### config.mk
export PLATFORM = sky130hd
export DESIGN_NAME = mem_fifo_ctrl
export DESIGN_NICKNAME = d
export VERILOG_FILES = /design/src/rtl/mem_fifo_pkg.sv /design/src/rtl/mem_fifo_ptr.sv /design/src/rtl/mem_fifo_ctrl.sv
export SDC_FILE = /design/constraint.sdc
export NUM_CORES = 1
export LEC_CHECK = 0
export CORE_MARGIN = 4
export CORE_UTILIZATION = 29
export DETAILED_ROUTE_END_ITERATION = 12
export MAX_ROUTING_LAYER = met4
export PLACE_DENSITY = 0.75
export REMOVE_ABC_BUFFERS = 1
export SYNTH_ARGS = -nofsm -noshare
export SYNTH_HDL_FRONTEND = slang
export SYNTH_SLANG_ARGS = --single-unit
### constraint.sdc
create_clock -name clock -period 1.82 [get_ports clock]
set_clock_uncertainty 0.1 [all_clocks]
set_input_delay 0.182 -clock clock [delete_from_list [all_inputs] [get_ports clock]]
set_output_delay 0.182 -clock clock [all_outputs]
set_load 0.02 [all_outputs]
### src/rtl/mem_fifo_pkg.sv
// Shared constants and types for the 7-entry FIFO controller that fronts the 8x8 register file.
// Optional build macro used by this slice: MEM_FIFO_DROP_CNT_EN.
package mem_fifo_pkg;

    localparam int DW    = 8;
    localparam int AW    = 3;
    localparam int DEPTH = 7;

    // Address 7 does not exist on the memory, so the pointers wrap before reaching it.
    localparam logic [AW-1:0] MEM_INVALID_ADDR = 3'd7;

    typedef logic [DW-1:0] data_t;
    typedef logic [AW-1:0] addr_t;

endpackage

### src/rtl/mem_fifo_ptr.sv
// Wrapping FIFO pointer: advances on inc and wraps from DEPTH-1 back to 0.
// Used twice by mem_fifo_ctrl, once for the write side and once for the read side.
module mem_fifo_ptr
    import mem_fifo_pkg::*;
(
    input  logic  clock,
    input  logic  reset_n,
    input  logic  inc,
    output addr_t ptr
);

    addr_t r_ptr;

    // NOTE: sequential state is written with <= only, so every flop samples pre-edge values.
    always_ff @(posedge clock or negedge reset_n) begin
        if (!reset_n) begin
            r_ptr <= '0;
        end else if (inc) begin
            r_ptr <= (r_ptr == addr_t'(DEPTH - 1)) ? '0 : r_ptr + addr_t'(1);
        end
    end

    assign ptr = r_ptr;

endmodule

### src/rtl/mem_fifo_ctrl.sv
// Circular-FIFO controller that owns the register-file ports; occupancy lives in count.
// Build macro MEM_FIFO_DROP_CNT_EN adds a saturating drop_cnt output for rejected requests.
module mem_fifo_ctrl
    import mem_fifo_pkg::*;
(
    input  logic       clock,
    input  logic       reset_n,
    input  logic       push,
    input  data_t      push_data,
    output logic       full,
    input  logic       pop,
    output data_t      pop_data,
    output logic       pop_valid,
    output logic       empty,
    output addr_t      count,
    output logic       ovf,
    output logic       unf,
    output logic       mem_write,
    output logic       mem_read,
    output addr_t      mem_addr_w,
    output addr_t      mem_addr_r,
    output data_t      mem_datain,
    input  data_t      mem_dataout
`ifdef MEM_FIFO_DROP_CNT_EN
    ,
    output logic [7:0] drop_cnt
`endif
);

    addr_t r_count;
    logic  r_pop_valid;
    logic  r_ovf;
    logic  r_unf;

    logic  w_full;
    logic  w_empty;
    logic  w_push_acc;
    logic  w_pop_acc;
    logic  w_push_rej;
    logic  w_pop_rej;
    addr_t w_wr_ptr;
    addr_t w_rd_ptr;

    // Acceptance looks only at this cycle's count: no bypass between push and pop.
    assign w_full     = (r_count == addr_t'(DEPTH));
    assign w_empty    = (r_count == '0);
    assign w_push_acc = push & ~w_full;
    assign w_pop_acc  = pop & ~w_empty;
    assign w_push_rej = push & w_full;
    assign w_pop_rej  = pop & w_empty;

    mem_fifo_ptr u_wr_ptr (
        .clock   (clock),
        .reset_n (reset_n),
        .inc     (w_push_acc),
        .ptr     (w_wr_ptr)
    );

    mem_fifo_ptr u_rd_ptr (
        .clock   (clock),
        .reset_n (reset_n),
        .inc     (w_pop_acc),
        .ptr     (w_rd_ptr)
    );

    always_ff @(posedge clock or negedge reset_n) begin
        if (!reset_n) begin
            r_count     <= '0;
            r_pop_valid <= 1'b0;
            r_ovf       <= 1'b0;
            r_unf       <= 1'b0;
        end else begin
            case ({w_push_acc, w_pop_acc})
                2'b10:   r_count <= r_count + addr_t'(1);
                2'b01:   r_count <= r_count - addr_t'(1);
                default: r_count <= r_count;
            endcase
            r_pop_valid <= w_pop_acc;
            r_ovf       <= r_ovf | w_push_rej;
            r_unf       <= r_unf | w_pop_rej;
        end
    end

`ifdef MEM_FIFO_DROP_CNT_EN
    logic [7:0] r_drop_cnt;
    logic [1:0] w_drop_inc;
    logic [8:0] w_drop_sum;

    assign w_drop_inc = {1'b0, w_push_rej} + {1'b0, w_pop_rej};
    assign w_drop_sum = {1'b0, r_drop_cnt} + {7'b0, w_drop_inc};

    always_ff @(posedge clock or negedge reset_n) begin
        if (!reset_n) begin
            r_drop_cnt <= '0;
        end else begin
            r_drop_cnt <= w_drop_sum[8] ? 8'hFF : w_drop_sum[7:0];
        end
    end

    assign drop_cnt = r_drop_cnt;
`endif

    assign mem_write  = w_push_acc;
    assign mem_addr_w = w_wr_ptr;
    assign mem_datain = push_data;
    assign mem_read   = w_pop_acc;
    assign mem_addr_r = w_rd_ptr;

    assign pop_data   = mem_dataout;
    assign pop_valid  = r_pop_valid;
    assign count      = r_count;
    assign full       = w_full;
    assign empty      = w_empty;
    assign ovf        = r_ovf;
    assign unf        = r_unf;

endmodule

==> results of run 1 <==
-- path summary, 6_finish.rpt --
path                                 startpoint                           to  slack, ns  depth (start not counted)
setup / recovery           count[1]$_DFFE_PN0P_         count[2]$_DFFE_PN0P_       0.09                          7
hold / removal                          reset_n  u_rd_ptr.ptr[1]$_DFFE_PN0P_       0.17                          1
setup reg to reg           count[1]$_DFFE_PN0P_         count[2]$_DFFE_PN0P_       0.09                          7
hold reg to reg                   ovf$_DFF_PN0_                ovf$_DFF_PN0_       0.37                          1
max in group asynchronous               reset_n  u_wr_ptr.ptr[0]$_DFFE_PN0P_       1.09                          1
min in group clock               mem_dataout[0]                  pop_data[0]       0.26                          0
-- per-stage QoR --
step           hold WS (ns)  instance area [sq um]  total power, mW  worst slack [ns]  std cells
5_1_grt               0.193                    896             1.85           -0.0132        110
4_1_cts               0.180                    887             1.72            0.0340        110
2_1_floorplan        -0.214                    542             1.02            -0.331         48
3_5_place_dp          0.264                    842             1.52            -0.244        105
3_3_place_gp          0.264                    842             1.50            -0.146        105
6_report              0.166                    896             1.71            0.0862        110
-- registers in the layout (all words and copies together) (netlist names) --
register	flops
u_wr_ptr.ptr	3
count	3
unf	1
ovf	1
u_rd_ptr.ptr	3
pop_valid	1
-- cell type report --
| class | instances | area share |
|---|---|---|
| sequential | 12 | 0.335 |
| inverter | 5 | 0.0209 |
| multi-input combinational | 31 | 0.274 |
| tap | 28 | 0.0391 |
| timing repair buffer | 31 | 0.306 |
| clock buffer | 3 | 0.0251 |
-- kinds of logic (layout without fill, tap and decap cells) --
kind of cell | after synthesis | after routing | synth area share
and+or+nand+nor | 9 | 9 | 0.0643
xor gates and xnor gates | 3 | 3 | 0.0397
buffers and inverters | 21 | 39 | 0.210
AOI/OAI and AO/OA | 14 | 14 | 0.129
adders and majority gates | 2 | 2 | 0.0491
DFF | 12 | 12 | 0.454
muxes | 3 | 3 | 0.0548
-- report_power, final --
group | total (mW) | switching, mW | internal (mW)
combinational | 1.02 | 0.474 | 0.544
sequential | 0.534 | 0.137 | 0.397
clock | 0.159 | 0.0822 | 0.0764
-- worst reg2reg max path: cells and delay by family (launching register included) --
family	cells	cell delay [ns]
xor+xnor	2	0.29
simple gates	1	0.06
flops	1	0.41
buf+inv	1	0.05
compound gates	1	0.35
fa+ha+maj	2	0.37
-- routing by layer --
layer	vias up	GRT usage	wire length (microns)
li1	237	-	-
met1	231	0.116	689
met2	28	0.145	683
met3	2	0.0742	133
met4	0	0.0694	21
met5	-	-	0
-- cell usage in the layout (no fill, tap or decap), drive strengths merged --
master | Yosys | routed
a21o | 2 | 2
a21oi | 4 | 4
and3 | 1 | 1
buf | 16 | 12
clkbuf | 0 | 4
clkdlybuf4s50 | 0 | 14
dfrtp | 12 | 12
dlygate4sd2 | 0 | 3
dlymetal6s2s | 0 | 1
fa | 1 | 1
ha | 1 | 1
inv | 5 | 5
mux2 | 2 | 2
mux2i | 1 | 1
nand2 | 3 | 3
nand3 | 2 | 2
nand4 | 1 | 1
nor2 | 1 | 1
nor3 | 1 | 1
o21a | 1 | 1
o21ai | 5 | 5
o22a | 1 | 1
o31a | 1 | 1
xnor2 | 1 | 1
xor2 | 2 | 2
-- repair_timing --
item | in CTS | in global routing
hold buffers | 0 | 0
pin swaps | 1 | 5
gates resized for setup | 8 | 5
setup buffers | 2 | 0
endpoints found under the setup margin | 5 | 3
==> impl_metrics.csv, run 1 <==
group,metric,value,unit
cells_and_area,layout-drive-gt1-share,0.280,
yosys,netlist_top_cells_count,"16 x buf_4, 12 x dfrtp_1, 5 x inv_1, 5 x o21ai_0, 4 x a21oi_1",
yosys,synth.most_common_cell,"buf_4",
clock_tree,cts_made_buffers,3,
setup_path,slowest_delay,0.41,ns
global_routing,antenna_found_initial,0,
yosys,ys_async_sr_fraction,1.00,
timing,setup_viol,0,
placed_design,dp_hpwl,1.19,mm
power_and_ir_drop,powerDensity,1910,nW/um^2
clock_tree,clock_latency,0.27,ns
global_routing,grt_max_degree,13,
timing,fmax,577,MHz
power_and_ir_drop,p_leak,0.424,nW
placed_design,place_congestion,0.724,
yosys,yosys_register_bits,12,
detailed_routing,routedWlPerCell,13.9,microns
setup_path,worstPathArrival,1.79,ns
yosys,syn-cell-area,662,sq um
floorplanning,io_pins,52,
setup_path,path_cells,"o31a_1, ha_4, inv_2, fa_2, xor2_1, nor2_1, xor2_1",
cells_and_area,finish.utilization,0.409,
global_routing,grt_use_total,0.109,
setup_path,worstSetupEndpointType,"flop",
setup_path,critical_path_class,"reg -> reg",
setup_path,worstPathRequired,1.88,ns
clock_tree,h-tree-depth,1,
cells_and_area,fillers,212,
floorplanning,dieHeight,55.8,microns
worst_hold_path,hold_path_class,"in -> async",
setup_path,crit_fanout,3,
timing,tns,0,ns
timing,layout_min_cycle_time,1.73,ns
yosys,yosys-top-cells-area,"dfrtp_1 45%, buf_4 18%, o21ai_0 3.8%, a21oi_1 3.0%, fa_1 3.0%",
job,drv_cap,0,
timing,slew_headroom,0.637,
yosys,yosysSeqAreaShare,0.454,
clock_tree,cts_tree,"done",
global_routing,grt_pass1_vias,552,
floorplanning,fp-row-count,17,
clock_tree,cts_buffer_depth,2,
yosys,synth_cell_types,22,
setup_path,critPathLaunchType,"flop",
yosys,synth_top_area_share,0.454,
yosys,avgSynthCellArea,10.3,sq um
cells_and_area,antennaDiodeCount,0,
clock_tree,root_buffer,"clkbuf_4",
detailed_routing,detail_route.iter0.violations,4,
timing,grt_setup_unrepaired,"yes",
yosys,netlist_instances,64,
clock_tree,cts_num_sinks,12,
yosys,synth_top_flop_cell,"dfrtp_1",
floorplanning,die_w,55.8,microns
global_routing,grt_overflow_total,0,
yosys,yosys_warnings,0,
detailed_routing,via_per_inst,4.53,
clock_tree,path_clk_slew,0.07,ns
detailed_routing,detail_route.first_pass.iterations,3,
timing,post-route-period-util,0.953,
power_and_ir_drop,ir_drop,696,uV
cells_and_area,regArea,300,sq um
timing,slew_violations,0,
setup_path,slowest_stage,"dfrtp_1",
outcome,status,"completed",
setup_path,path_common_cell,"xor2_1",
placed_design,portBuffers,19,
detailed_routing,routed_wl,1.53,mm
cells_and_area,multi_input_area,245,sq um
floorplanning,die-area,3110,sq um
global_routing,grt_pass1_wl,2.53,mm
floorplanning,core_area,2190,sq um
detailed_routing,drc_errors,0,
floorplanning,start_util,0.302,
timing,hold_viol_final,0,
setup_path,crit_buf_inv,1,
cells_and_area,nets,106,
detailed_routing,ant_nets,0,
timing,max_slew.worst_pin.slew,0.542,ns
yosys,yosysTopAreaCell,"dfrtp_1",
cells_and_area,syn2layout_area_growth,35.3,%
detailed_routing,vias,498,
setup_path,critPathTopFamily,"flip-flops",
yosys,synth_edf_count,0,
No activity file was read; power rests on OpenSTA's default activity.
==> inputs of run 2 (changes only) <==
- GPL_ROUTABILITY_DRIVEN: not set -> 0
==> results of run 2 <==
No change in the layout: final DEF, timing and power equal those of run 1.
==> edit 1, RTL diff (flow settings as in run 2) <==
Build with the macro `MEM_FIFO_DROP_CNT_EN` defined.
--- a/src/rtl/mem_fifo_ctrl.sv
+++ b/src/rtl/mem_fifo_ctrl.sv
@@ -1,5 +1,7 @@
 // Circular-FIFO controller that owns the register-file ports; occupancy lives in count.
 // Build macro MEM_FIFO_DROP_CNT_EN adds a saturating drop_cnt output for rejected requests.
+`define MEM_FIFO_DROP_CNT_EN
+
 module mem_fifo_ctrl
     import mem_fifo_pkg::*;
 (
Behaviour (old outputs only; new: drop_cnt): unchanged (Yosys induction, for registers that start in step).
==> edit 1 against run 2 <==
The flow now finishes with violations (setup timing); cell count increased by 64%; synthesized area increased by 56%; total power up 51%; sequential cell count up 8; largest cell class unchanged; final area rose by 72%; wire length up 85%; worst setup slack worse by 240 ps; critical path depth is 2 higher; sequential power is 59% higher; first-iteration DRC count grew to 2.8 times the old value.
==> edit 1: results (changes against run 2) <==
| Metric | Value | Unit | vs run 2 |
|:---|:---|:---|:---|
| Largest cells by area after synthesis | sky130_fd_sc_hd__dfrtp_1 49%, sky130_fd_sc_hd__buf_4 12%, sky130_fd_sc_hd__fa_1 3.9%, sky130_fd_sc_hd__a21oi_1 3.4%, sky130_fd_sc_hd__o21ai_0 2.9% | - |  |
| Number of design-rule violations left by the first detailed-router iteration | 11 | - | +7 |
| Standard cell core area | 3390 | sq um | +55% |
| Number of global-route vias before repair | 956 | - | +73% |
| Crit path setup slack, layout | -151 | ps | -237 ps |
| Area share of xor/xnor cells in the synthesized design | 3.40 | % | -0.57 points |
| Later-pin clock latency in the skew report | 290 | ps | +20 ps |
| DP Area | 1350 | sq um | +60% |
| Routed length on met3 | 198 | um | +49% |
| Met2 track demand over resource in global routing | 21.7 | % | +7.2 points |
| Total routing resource utilization after global routing | 13.3 | % | +2.4 points |
| Count of buffers inserted at the top-level ports | 27 | - | +8 |
| Dpl hpwl | 1920 | um | +61% |
| LEAKAGE | 0.664 | nW | +57% |
| Iteration count of the initial detailed-routing pass | 4 | - | +1 |
| Non-clock inverter total of the final layout | 6 | - | +1 |
| Setup violation total in the final timing report | 9 | - | +9 |
| Number of gates resized after cts | 27 | - | +19 |
| Share of the synthesized area in compound gates (AO/OA/AOI/OAI) | 12.4 | % | -0.46 points |
| Routing usage on met3 | 5.66 | % | -1.8 points |
| Violated checks | setup timing | - |  |
| Count of distinct cell types in the synthesized netlist | 29 | - | +32% |
| Clock sink total | 20 | - | +8 |
| Count of non-filler cells in the finished layout | 180 | - | +64% |
| Post-Synth Adder-Cell Area | 5.10 | % | +0.19 points |
| Net total in the final layout | 159 | - | +50% |
| Count of non-CTS buffers in the layout | 49 | - | +58% |
| Main combinational cell family by area after synthesis | simple AND/OR/NAND/NOR gates | - |  |
| Largest voltage drop on the vdd net | 0.893 | mV | +28% |
| Minimum hold slack | 118 | ps | -48.7 ps |
| Average size of a mapped cell | 10.5 | sq um | +1.6% |
| Sum of met2 wire segment lengths after detailed routing | 1370 | um | +100% |
| Portion of the layout cell area used by clock cells | 1.46 | % | -1.1 points |
| Switching pwr | 0.00105 | W | +52% |
| Worst setup slack after placement | -262 | ps | -18.5 ps |
| Total negative slack | -596 | ps | -596 ps |
| Status | finished with violations | - |  |
| Sequential cell area fraction in the yosys report | 48.6 | % | +3.2 points |
| Fraction of area in registers | 32.8 | % | -0.75 points |
| Maximum number of pins on one net before global-route repair | 21 | - | +8 |
| Largest fanout on the critical path | 2 | - | -1 |
edit 1: cell count changes in the layout (fill, tap and decap cells not counted), sizes merged, moves of 3 or more:
cell / run 2 / this run
nand2: 3 / 6
clkdlybuf4s50: 14 / 21
buf: 12 / 23
a21oi: 4 / 7
and2: 0 / 3
dfrtp: 12 / 20
edit 1: cells by family (layout without fill, tap and decap cells):
group / after synthesis / after routing
AND/OR/NAND/NOR: 26 / 26
flip-flops: 20 / 20
buffers and inverters: 22 / 58
multiplexers: 2 / 2
AO/OA/AOI/OAI: 21 / 21
adder cells (fa/ha/maj): 3 / 3
XOR/XNOR: 4 / 4
edit 1: path summary, 6_finish.rpt:
path,from,end,cells past startpoint
min in group clock,mem_dataout[0],pop_data[0],0
worst max register to register,count[0],count[2],9
worst max-delay path,count[0],count[2],9
max in group asynchronous,reset_n,count[1],2
worst min-delay path,reset_n,u_wr_ptr.ptr[1],2
worst min register to register,ovf,ovf,1
==> edit 2, RTL diff (settings of run 2) <==
Without the edit above. Put one more register stage on the output `count`. The value now appears one clock later. The other outputs are not delayed to match. Comments in the files are not updated.
--- a/src/rtl/mem_fifo_ctrl.sv
+++ b/src/rtl/mem_fifo_ctrl.sv
@@ -108,7 +108,9 @@
 
     assign pop_data   = mem_dataout;
     assign pop_valid  = r_pop_valid;
-    assign count      = r_count;
+    always_ff @(posedge clock) begin
+        count <= r_count;
+    end
     assign full       = w_full;
     assign empty      = w_empty;
     assign ovf        = r_ovf;
Function: changed (Yosys sat finds a counterexample within 4 cycles, from zero or initial values and one cycle with reset_n low).
==> edit 2 against run 2 <==
The flow now finishes with violations (setup timing); sequential cell count increased by 3; fmax decreased by 4.9%; total power increased by 6.1%; final area increased by 4.9%; count of clock-buffer cells in the layout unchanged; global-route usage decreased by 1.3 points; synthesized cell count increased by 3.1%; worst setup slack got worse by 90 ps; synthesized area increased by 9.1%; die area increased by 7.7%; wire length increased by 2.2%; critical path type unchanged.
==> edit 2: results (changes against run 2) <==
| Metric | Value | Unit | vs run 2 |
|:---|:---|:---|:---|
| Total number of vias | 513 | - | +3.0% |
| Violated checks | setup timing | - |  |
| Yosys warnings | 0 | - | unchanged |
| Vias per std cell | 4.66 | - | +3.0% |
| Data arrival time of the worst path | 1890 | ps | +100 ps |
| DP Area | 887 | sq um | +5.3% |
| Flip-flop cell with the highest count after synthesis | sky130_fd_sc_hd__dfrtp_1 | - |  |
| Family with the most delay on the worst path | flip-flops | - |  |
| Sequential cell area fraction in the yosys report | 49.9 | % | +4.5 points |
| Count of distinct cell types in the synthesized netlist | 24 | - | +9.1% |
| Later-pin clock latency in the skew report | 280 | ps |  |
| Critical-path cell with the highest stage delay | sky130_fd_sc_hd__dfrtp_1 | - |  |
| Cts hold-fix bufs | 0 | - | unchanged |
| Dpl hpwl | 1210 | um | +1.0% |
| Average size of a mapped cell | 10.9 | sq um | +5.8% |
| Status | finished with violations | - |  |
| Reg clk slew, reported paths | 90 | ps | +20 ps |
| Largest fanout on the critical path | 4 | - | +1 |
| Max Root-Sink Buffers | 2 | - | unchanged |
| Total routing resource utilization after global routing | 9.57 | % | -1.3 points |
| Internal power of the cells | 0.00110 | W | +7.8% |
| LEAKAGE | 0.428 | nW | +1.1% |
| Ys async rst share | 80.0 | % | -20 points |
| Deepest level of the CTS H-tree | 1 | - | unchanged |
| Number of global-route vias before repair | 492 | - | -11% |
| Number of design-rule violations left by the first detailed-router iteration | 5 | - | +1 |
| Iteration count of the initial detailed-routing pass | 4 | - | +1 |
| Number of antenna violations at the first check in global routing | 0 | - | unchanged |
| Total negative slack | -3.67 | ps | -3.67 ps |
| Net total in the final layout | 105 | - | -0.94% |
| Crit path setup slack, layout | -3.67 | ps | -89.9 ps |
| Share of cells above drive strength 1 | 31.7 | % | +3.7 points |
| Maximum number of pins on one net before global-route repair | 13 | - | unchanged |
| Final Max Slew Viols | 0 | - | unchanged |
| Count of buffers inserted at the top-level ports | 19 | - | unchanged |
| Routed length per placed instance | 14.2 | um | +2.2% |
| Setup violation total in the final timing report | 1 | - | +1 |
| Delay contributed by the slowest stage of the critical path | 440 | ps | +30 ps |
| Pin slew with the least headroom to its limit | 556 | ps | +13.9 ps |
| Largest cells by area after synthesis | sky130_fd_sc_hd__dfrtp_1 42%, sky130_fd_sc_hd__buf_4 17%, sky130_fd_sc_hd__dfxtp_1 8.3%, sky130_fd_sc_hd__inv_1 3.1%, sky130_fd_sc_hd__a21oi_1 2.8% | - |  |
| Wire length of the first global-routing pass | 2380 | um | -6.0% |
| Clock Tree Root | sky130_fd_sc_hd__clkbuf_4 | - |  |
| Inserted Clock Buffers | 3 | - | unchanged |
| Ranking of synthesized cells by instance count | 16 x sky130_fd_sc_hd__buf_4, 12 x sky130_fd_sc_hd__dfrtp_1, 6 x sky130_fd_sc_hd__inv_1 | - |  |
| Number of diodes added for antenna fixing | 0 | - | unchanged |
| Largest voltage drop on the vdd net | 0.891 | mV | +28% |
| Hold crit path type | in -> async | - |  |
| Remaining design rule violation count | 0 | - | unchanged |
## edit 2: cell count changes after synthesis
cell | run 2 | this run
sky130_fd_sc_hd__inv_1 | 5 | 6
sky130_fd_sc_hd__nand2_1 | 3 | 2
sky130_fd_sc_hd__o21ai_0 | 5 | 3
sky130_fd_sc_hd__o31a_2 | 0 | 1
sky130_fd_sc_hd__dfxtp_1 | 0 | 3
sky130_fd_sc_hd__nand4_1 | 1 | 0
sky130_fd_sc_hd__o31a_1 | 1 | 0
sky130_fd_sc_hd__a31oi_1 | 0 | 1
sky130_fd_sc_hd__a31o_2 | 0 | 1
## edit 2: path summary, 6_finish.rpt
kind	slack [ps]	endpoint	startpoint
worst min register to register	360	ovf	ovf
worst max register to register	-4	r_count[2]	r_count[2]
worst max-delay path	-4	r_count[2]	r_count[2]
worst min-delay path	160	u_wr_ptr.ptr[1]	reset_n
max in group asynchronous	1070	r_count[0]	reset_n
min in group clock	260	pop_data[0]	mem_dataout[0]
## edit 2: area by class of cell
type,count,area (sq um)
inverters,6,22.5
repair buffers,28,245
flip-flops and latches,15,363
clock buffers,3,22.5
clock inverters,1,5.00
multi-input cells,29,246
well taps,28,35.0
fillers,233,1360
## edit 2: power groups by stage
stage                     clock network [W]  registers, W  logic, W
final                              0.000184      0.000662  0.000969
after CTS                          0.000192      0.000652  0.000939
after global placement                    0      0.000648  0.000922
after floorplan                           0      0.000789  0.000350
after detailed placement                  0      0.000657  0.000949
after global routing               0.000216      0.000693   0.00104
## edit 2: what timing repair did
item | CTS | global route
endpoints found under the setup margin | 5 | 4
pin swaps | 0 | 7
gates resized for setup | 8 | 11
setup buffers | 0 | 1
## edit 2: cell families after synthesis
kind of cell             after synthesis  share of synthesized area, %
buffers and inverters                 22                          19.8
flip-flops                            15                          49.9
AO/OA/AOI/OAI                         14                          12.7
AND/OR/NAND/NOR                        7                          4.51
XOR/XNOR                               3                          3.64
multiplexers                           3                          5.03
adder cells (fa/ha/maj)                2                          4.51
## edit 2: stage by stage
stage / util [%] / setup WS [ps] / hold WS [ps]
2_1_floorplan: - / -46.9 / -214
3_3_place_gp: 38.6 / -112 / 264
3_5_place_dp: 38.6 / -193 / 264
4_1_cts: 39.9 / -42.5 / 180
5_1_grt: 40.9 / -99.4 / 185
6_report: 40.9 / -3.67 / 157
## edit 2: layer usage
| metal | global-route usage [%] | vias up | part of all wire (%) |
|---|---|---|---|
| li1 | - | 240 | - |
| met1 | 12.6 | 240 | 49 |
| met2 | 10.8 | 33 | 39 |
| met3 | 8.02 | 0 | 11 |
| met4 | 1.99 | 0 | 0 |
| met5 | - | - | 0 |
